<file path="src/rtl/rf_pkg.sv">
// Shared definitions for the register file with scoreboard.
// Holds default sizes, the zero-register constant and the per-bit
// priority order of the scoreboard (flush > reserve > write).
package rf_pkg;

  localparam int XLEN_DEFAULT = 32;
  localparam int NREG_DEFAULT = 32;
  localparam int AW_DEFAULT   = $clog2(NREG_DEFAULT);

  // Register address type for the default register count. Modules with a
  // non-default NREG declare the same shape locally from their own AW.
  typedef logic [AW_DEFAULT-1:0] reg_addr_t;

  // Architectural zero register: reads 0, ignores writes, never pending.
  localparam int ZERO_REG = 0;

  // Per-bit priority of pending-bit updates, highest value wins.
  // A write and a reserve to the same register leave the bit set because
  // the newly issued producer owns the register from that edge on.
  localparam int unsigned PRIO_FLUSH   = 2;
  localparam int unsigned PRIO_RESERVE = 1;
  localparam int unsigned PRIO_WRITE   = 0;

endpackage

</file>
<file path="src/rtl/rf_scoreboard.sv">
// Pending-write scoreboard: one bit per architectural register marking an
// in-flight producer. Contains next-state priority logic, the registered
// popcount, reservation acceptance and the sticky reservation-error flag.
// No data path lives here.
module rf_scoreboard
  import rf_pkg::*;
#(
  parameter  int NREG = NREG_DEFAULT,
  localparam int AW   = $clog2(NREG),
  localparam int CW   = $clog2(NREG + 1)
) (
  input  logic            clk,
  input  logic            rst_n,
  input  logic            wr_en,
  input  logic [AW-1:0]   wr_addr,
  input  logic            rsv_en,
  input  logic [AW-1:0]   rsv_addr,
  input  logic            flush,
  output logic [NREG-1:0] pend_o,
  output logic            rsv_ok,
  output logic [CW-1:0]   pend_cnt,
  output logic            rsv_err
);

  logic [NREG-1:0] pend_q, pend_d;
  logic [CW-1:0]   cnt_q, cnt_d;
  logic            err_q, err_d;
  logic            wr_live;
  logic            rsv_zero;

  assign wr_live  = wr_en && (wr_addr != AW'(ZERO_REG));
  assign rsv_zero = (rsv_addr == AW'(ZERO_REG));

  // Reservation is accepted when the target is free, is x0, or is being
  // released by a writeback in this very cycle.
  assign rsv_ok = rsv_zero || !pend_q[rsv_addr] || (wr_en && (wr_addr == rsv_addr));

  // Next pending vector: apply write clear, then reserve set, then flush,
  // so later statements carry the higher priority.
  always_comb begin
    pend_d = pend_q;
    if (wr_live) begin
      pend_d[wr_addr] = 1'b0;
    end
    if (rsv_en && rsv_ok && !rsv_zero) begin
      pend_d[rsv_addr] = 1'b1;
    end
    if (flush) begin
      pend_d = '0;
    end
  end

  // Sticky error on a dropped reservation; flush clears it and wins over a
  // dropped reserve in the same cycle.
  always_comb begin
    err_d = err_q;
    if (flush) begin
      err_d = 1'b0;
    end else if (rsv_en && !rsv_ok) begin
      err_d = 1'b1;
    end
  end

  // Count is taken from the next-state bits so it always matches pend_q.
  always_comb begin
    cnt_d = '0;
    for (int i = 0; i < NREG; i++) begin
      cnt_d = cnt_d + CW'(pend_d[i]);
    end
  end

  // Scoreboard state registers.
  always_ff @(posedge clk or negedge rst_n) begin
    if (!rst_n) begin
      pend_q <= '0;
      cnt_q  <= '0;
      err_q  <= 1'b0;
    end else begin
      pend_q <= pend_d;
      cnt_q  <= cnt_d;
      err_q  <= err_d;
    end
  end

  assign pend_o   = pend_q;
  assign pend_cnt = cnt_q;
  assign rsv_err  = err_q;

endmodule

</file>
<file path="src/rtl/regfile_sb.sv">
// Register file with integrated pending-write scoreboard for decode-stage
// RAW hazard stalls. Synchronous write, NRD combinational read ports.
// Build option RF_BYPASS_EN: when defined, a same-cycle writeback to a read
// port's address is forwarded to that port and clears its busy indication.
module regfile_sb
  import rf_pkg::*;
#(
  parameter  int XLEN = XLEN_DEFAULT,
  parameter  int NREG = NREG_DEFAULT,
  parameter  int NRD  = 2,
  localparam int AW   = $clog2(NREG),
  localparam int CW   = $clog2(NREG + 1)
) (
  input  logic                clk,
  input  logic                rst_n,
  input  logic [NRD*AW-1:0]   rd_addr,
  output logic [NRD*XLEN-1:0] rd_data,
  output logic [NRD-1:0]      rd_busy,
  input  logic                wr_en,
  input  logic [AW-1:0]       wr_addr,
  input  logic [XLEN-1:0]     wr_data,
  input  logic                rsv_en,
  input  logic [AW-1:0]       rsv_addr,
  output logic                rsv_ok,
  input  logic                flush,
  output logic [CW-1:0]       pend_cnt,
  output logic                rsv_err
);

  typedef logic [AW-1:0] addr_t;

  logic [XLEN-1:0] mem_q [NREG];
  logic [NREG-1:0] pend;
  logic            wr_live;

  assign wr_live = wr_en && (wr_addr != addr_t'(ZERO_REG));

  rf_scoreboard #(
    .NREG (NREG)
  ) u_sb (
    .clk      (clk),
    .rst_n    (rst_n),
    .wr_en    (wr_en),
    .wr_addr  (wr_addr),
    .rsv_en   (rsv_en),
    .rsv_addr (rsv_addr),
    .flush    (flush),
    .pend_o   (pend),
    .rsv_ok   (rsv_ok),
    .pend_cnt (pend_cnt),
    .rsv_err  (rsv_err)
  );

  // Storage array; x0 is never written so it stays at its reset value.
  always_ff @(posedge clk or negedge rst_n) begin
    if (!rst_n) begin
      for (int i = 0; i < NREG; i++) begin
        mem_q[i] <= '0;
      end
    end else if (wr_live) begin
      mem_q[wr_addr] <= wr_data;
    end
  end

  for (genvar k = 0; k < NRD; k++) begin : g_rd
    addr_t           addr;
    logic [XLEN-1:0] data;
    logic            busy;

    assign addr = rd_addr[k*AW +: AW];

    // Read mux for port k; x0 is forced to zero regardless of storage.
    always_comb begin
      data = (addr == addr_t'(ZERO_REG)) ? '0 : mem_q[addr];
      busy = pend[addr];
`ifdef RF_BYPASS_EN
      if (wr_live && (wr_addr == addr)) begin
        data = wr_data;
        busy = 1'b0;
      end
`endif
    end

    assign rd_data[k*XLEN +: XLEN] = data;
    assign rd_busy[k]              = busy;
  end

endmodule
</file>
<file path="config.mk">
export PLATFORM = sky130hd
export DESIGN_NAME = regfile_sb
export DESIGN_NICKNAME = d
export VERILOG_FILES = /design/src/rtl/rf_pkg.sv /design/src/rtl/rf_scoreboard.sv /design/src/rtl/regfile_sb.sv
export SDC_FILE = /design/constraint.sdc
export NUM_CORES = 2
export LEC_CHECK = 0
export CORE_MARGIN = 1.5
export CORE_UTILIZATION = 40
export DETAILED_ROUTE_END_ITERATION = 7
export PLACE_DENSITY = 0.65
export SYNTH_ARGS = -nofsm -noshare
export SYNTH_HDL_FRONTEND = slang
export SYNTH_SLANG_ARGS = --single-unit
</file>
<file path="constraint.sdc">
create_clock -name clk -period 16.7 [get_ports clk]
set_input_delay 2.505 -clock clk [delete_from_list [all_inputs] [get_ports clk]]
set_output_delay 2.505 -clock clk [all_outputs]
set_load 0.005 [all_outputs]
</file>
==> metrics.yaml <==
yosys:
  synth_area_leaders: "dfrtp_1 46%, mux4_2 22%, mux2_2 20%"
  synth_fp_nets: 3841
  synth-seq-cells: 1063
  seq_area_frac_synth_pct: 46.2
  netlist_top_cells_count: "1063 x dfrtp_1, 1031 x mux2_2, 556 x mux4_2"
  synthCells: 3752
  yosysUniqueCellTypes: 58
  yosys.area.top_type: "dfrtp_1"
  synthArstFlopShare_pct: 100
  yosysMostFrequentCell: "dfrtp_1"
  syn_avg_cell_area_sq_um: 15.3
  synth.top_cell.area_share_pct: 46.2
  ys.flop_type: "dfrtp_1"
  netlist_area_sq_mm: 0.0576
  synth_warnings: 0
  synth_edf_count: 0
global_routing:
  grt_pass1_wl_um: 261000
  grt_max_degree: 159
  antenna_found_initial: 14
  grtUsageTotal_pct: 24.2
  grt_pass1_vias: 36700
  grt_overflow: 0
die:
  die_x_um: 382
  start_util_pct: 40.2
  fp.coreArea_sq_mm: 0.143
  num_io_pins: 131
  rows: 139
  die_h_um: 382
  floorplan.die_area_sq_mm: 0.146
route:
  vias: 35300
  dr_wl_met3_um: 12300
  routedWlPerCell_um: 31.2
  drt_iter0_markers: 3232
  viasPerCell: 6.26
  routed_wl_um: 175000
  drc: 0
  postRouteAntennaNets: 0
  first_pass_iters: 6
  top_layer: "met5"
  wl_met2_um: 83600
  wl_met1_um: 73800
timing:
  max_freq_mhz: 103
  finalSetupViolations: 0
  finalHoldViolCount: 0
  rsz0062_at_grt: "false"
  skew_ps: 24.4
  setup_tns_ps: 0
  finalCriticalPeriod_ps: 9700
  min_period_over_period_pct: 58.1
  drv_slew: 0
  worst_slew_pin_slew_ps: 1220
  max_slew_margin_pct: 18.6
layout:
  post-route-util_pct: 44.8
  num-fill-cells: 12700
  regArea_sq_mm: 0.0266
  multi_input_area_sq_mm: 0.0291
  drive_gt1_share_pct: 50.8
  areaGrowthSynthToFinish_pct: 11.4
  nNetsFinal: 3719
critical_path:
  cpPeakStageDelay_ps: 990
  critical_path_class: "in2reg"
  cp_slowest_cell: "clkdlybuf4s50_1"
  cp_num_buf_inv: 4
  cp_max_fo: 17
  path_cells: "clkdlybuf4s50_1 -> clkinv_1 -> and4_4 -> o41ai_2 -> and4b_1 -> o2111ai_4 -> o21ai_1 -> ha_1 -> inv_1 -> fa_1 -> fa_1 -> fa_1 -> fa_1 -> fa_1 -> inv_1 -> fa_1 -> fa_1 -> fa_1 -> a21o_1 -> a21oi_1 -> xnor2_1"
  start_kind: "input port"
  crit_family: "adder cells"
  path_common_cell: "fa_1"
  cp.arrival_ps: 10340
  crit_required_ps: 17340
  worst_setup_path_end_kind: "register"
clock_tree:
  numCtsBuffers: 112
  clk_pin_slew_ps: 60
  cts_root_buf: "clkbuf_16"
  cts_tree: "done"
  cts_max_level: 3
  cts.sinks: 1063
  cts_hold_buf: 0
  cts_setup_buffers: 0
  ctsLongestPathBuffers: 3
  clk_latency_ps: 740
  ctsResizeCount: 0
power_and_ir_drop:
  p_leak_nw: 27.0
  ir_drop_mv: 0.0786
  power_density_mw_per_mm2: 118
job:
  max_cap_violations: 0
hold_path:
  min_path_type: "reg2reg"
run_status:
  outcome: "complete, no violations"
placed_design:
  place_congestion: 0.859
  hpwl_um: 93900
  portBuffers: 130
final timing paths:
path | start | endpoint | slack (ps) | depth (start not counted)
setup / recovery | rsv_addr[0] | u_sb.pend_cnt[4] | 7000 | 21
min in group asynchronous | rst_n | mem_q[590] | 1830 | 1
max in group asynchronous | rst_n | mem_q[735] | 11680 | 4
hold reg to reg | mem_q[992] | mem_q[992] | 390 | 0
hold / removal | mem_q[992] | mem_q[992] | 390 | 0
setup reg to reg | u_sb.pend_o[28] | u_sb.pend_cnt[4] | 9600 | 20
cell families after synthesis:
kind of cell | count (synthesis) | share of synthesized area (%)
mux | 1706 | 44.0
flops | 1063 | 46.2
buf+inv | 515 | 3.76
compound gates | 247 | 3.32
simple gates | 181 | 1.61
fa+ha+maj | 32 | 1.01
xor+xnor | 8 | 0.122
layer usage:
layer | vias up | track usage, %
met5 | - | 0
met4 | 8 | 7.91
met3 | 308 | 4.46
met2 | 1277 | 38.8
met1 | 19400 | 33.4
li1 | 14300 | -
registers in the layout, indices dropped and copies added, names as in the netlist:
| signal | cells |
|---|---|
| mem_q | 1024 |
| u_sb.pend_o | 32 |
| u_sb.pend_cnt | 6 |
| u_sb.rsv_err | 1 |
where the power goes:
group	switching, mW	internal [mW]
Sequential	0.323	3.05
Clock	1.09	1.55
Combinational	0.592	0.957
Total	2.01	5.56
final cells by class:
class	instances	area share, %
antenna	6	0.0234
clock buffer	161	5.01
clock inverter	41	0.983
inverter	80	0.468
multi-input combinational	2174	45.3
sequential	1063	41.5
tap	1903	3.71
timing repair buffer	199	3.00
cell usage in the layout, fill, tap and decap left out, drive strengths merged, types with 8 or more instances in the layout:
cell and instances:
fa 24, a211oi 32, nand3b 21, a221oi 33
dfrtp 1063, clkdlybuf4s50 119, nand2b 13, nand2 64
mux2 1034, o32a 17, inv 83, a21oi 9
clkbuf 161, nor2 28, o32ai 18, o22ai 25
o21ai 48, o211ai 13, ha 8, clkinv 22
buf 80, mux2i 116, o21a 8, nor3 22
bufinv 14, mux4 556, o221ai 27
through the flow:
step                hold slack (ps)  total power, mW  setup slack (ps)  instances  cell area (sq um)
finish                          394             7.56              7000       5627              64200
global route                    404             7.89              6710       5622              64100
CTS                             397             7.61              7120       5621              64100
global placement                376             4.91              6460       5419              60300
floorplan                       441             4.46              8040       3752              57600
detailed placement              384             4.97              6340       5419              60300
Note: power is estimated with default switching activity, not from simulation.
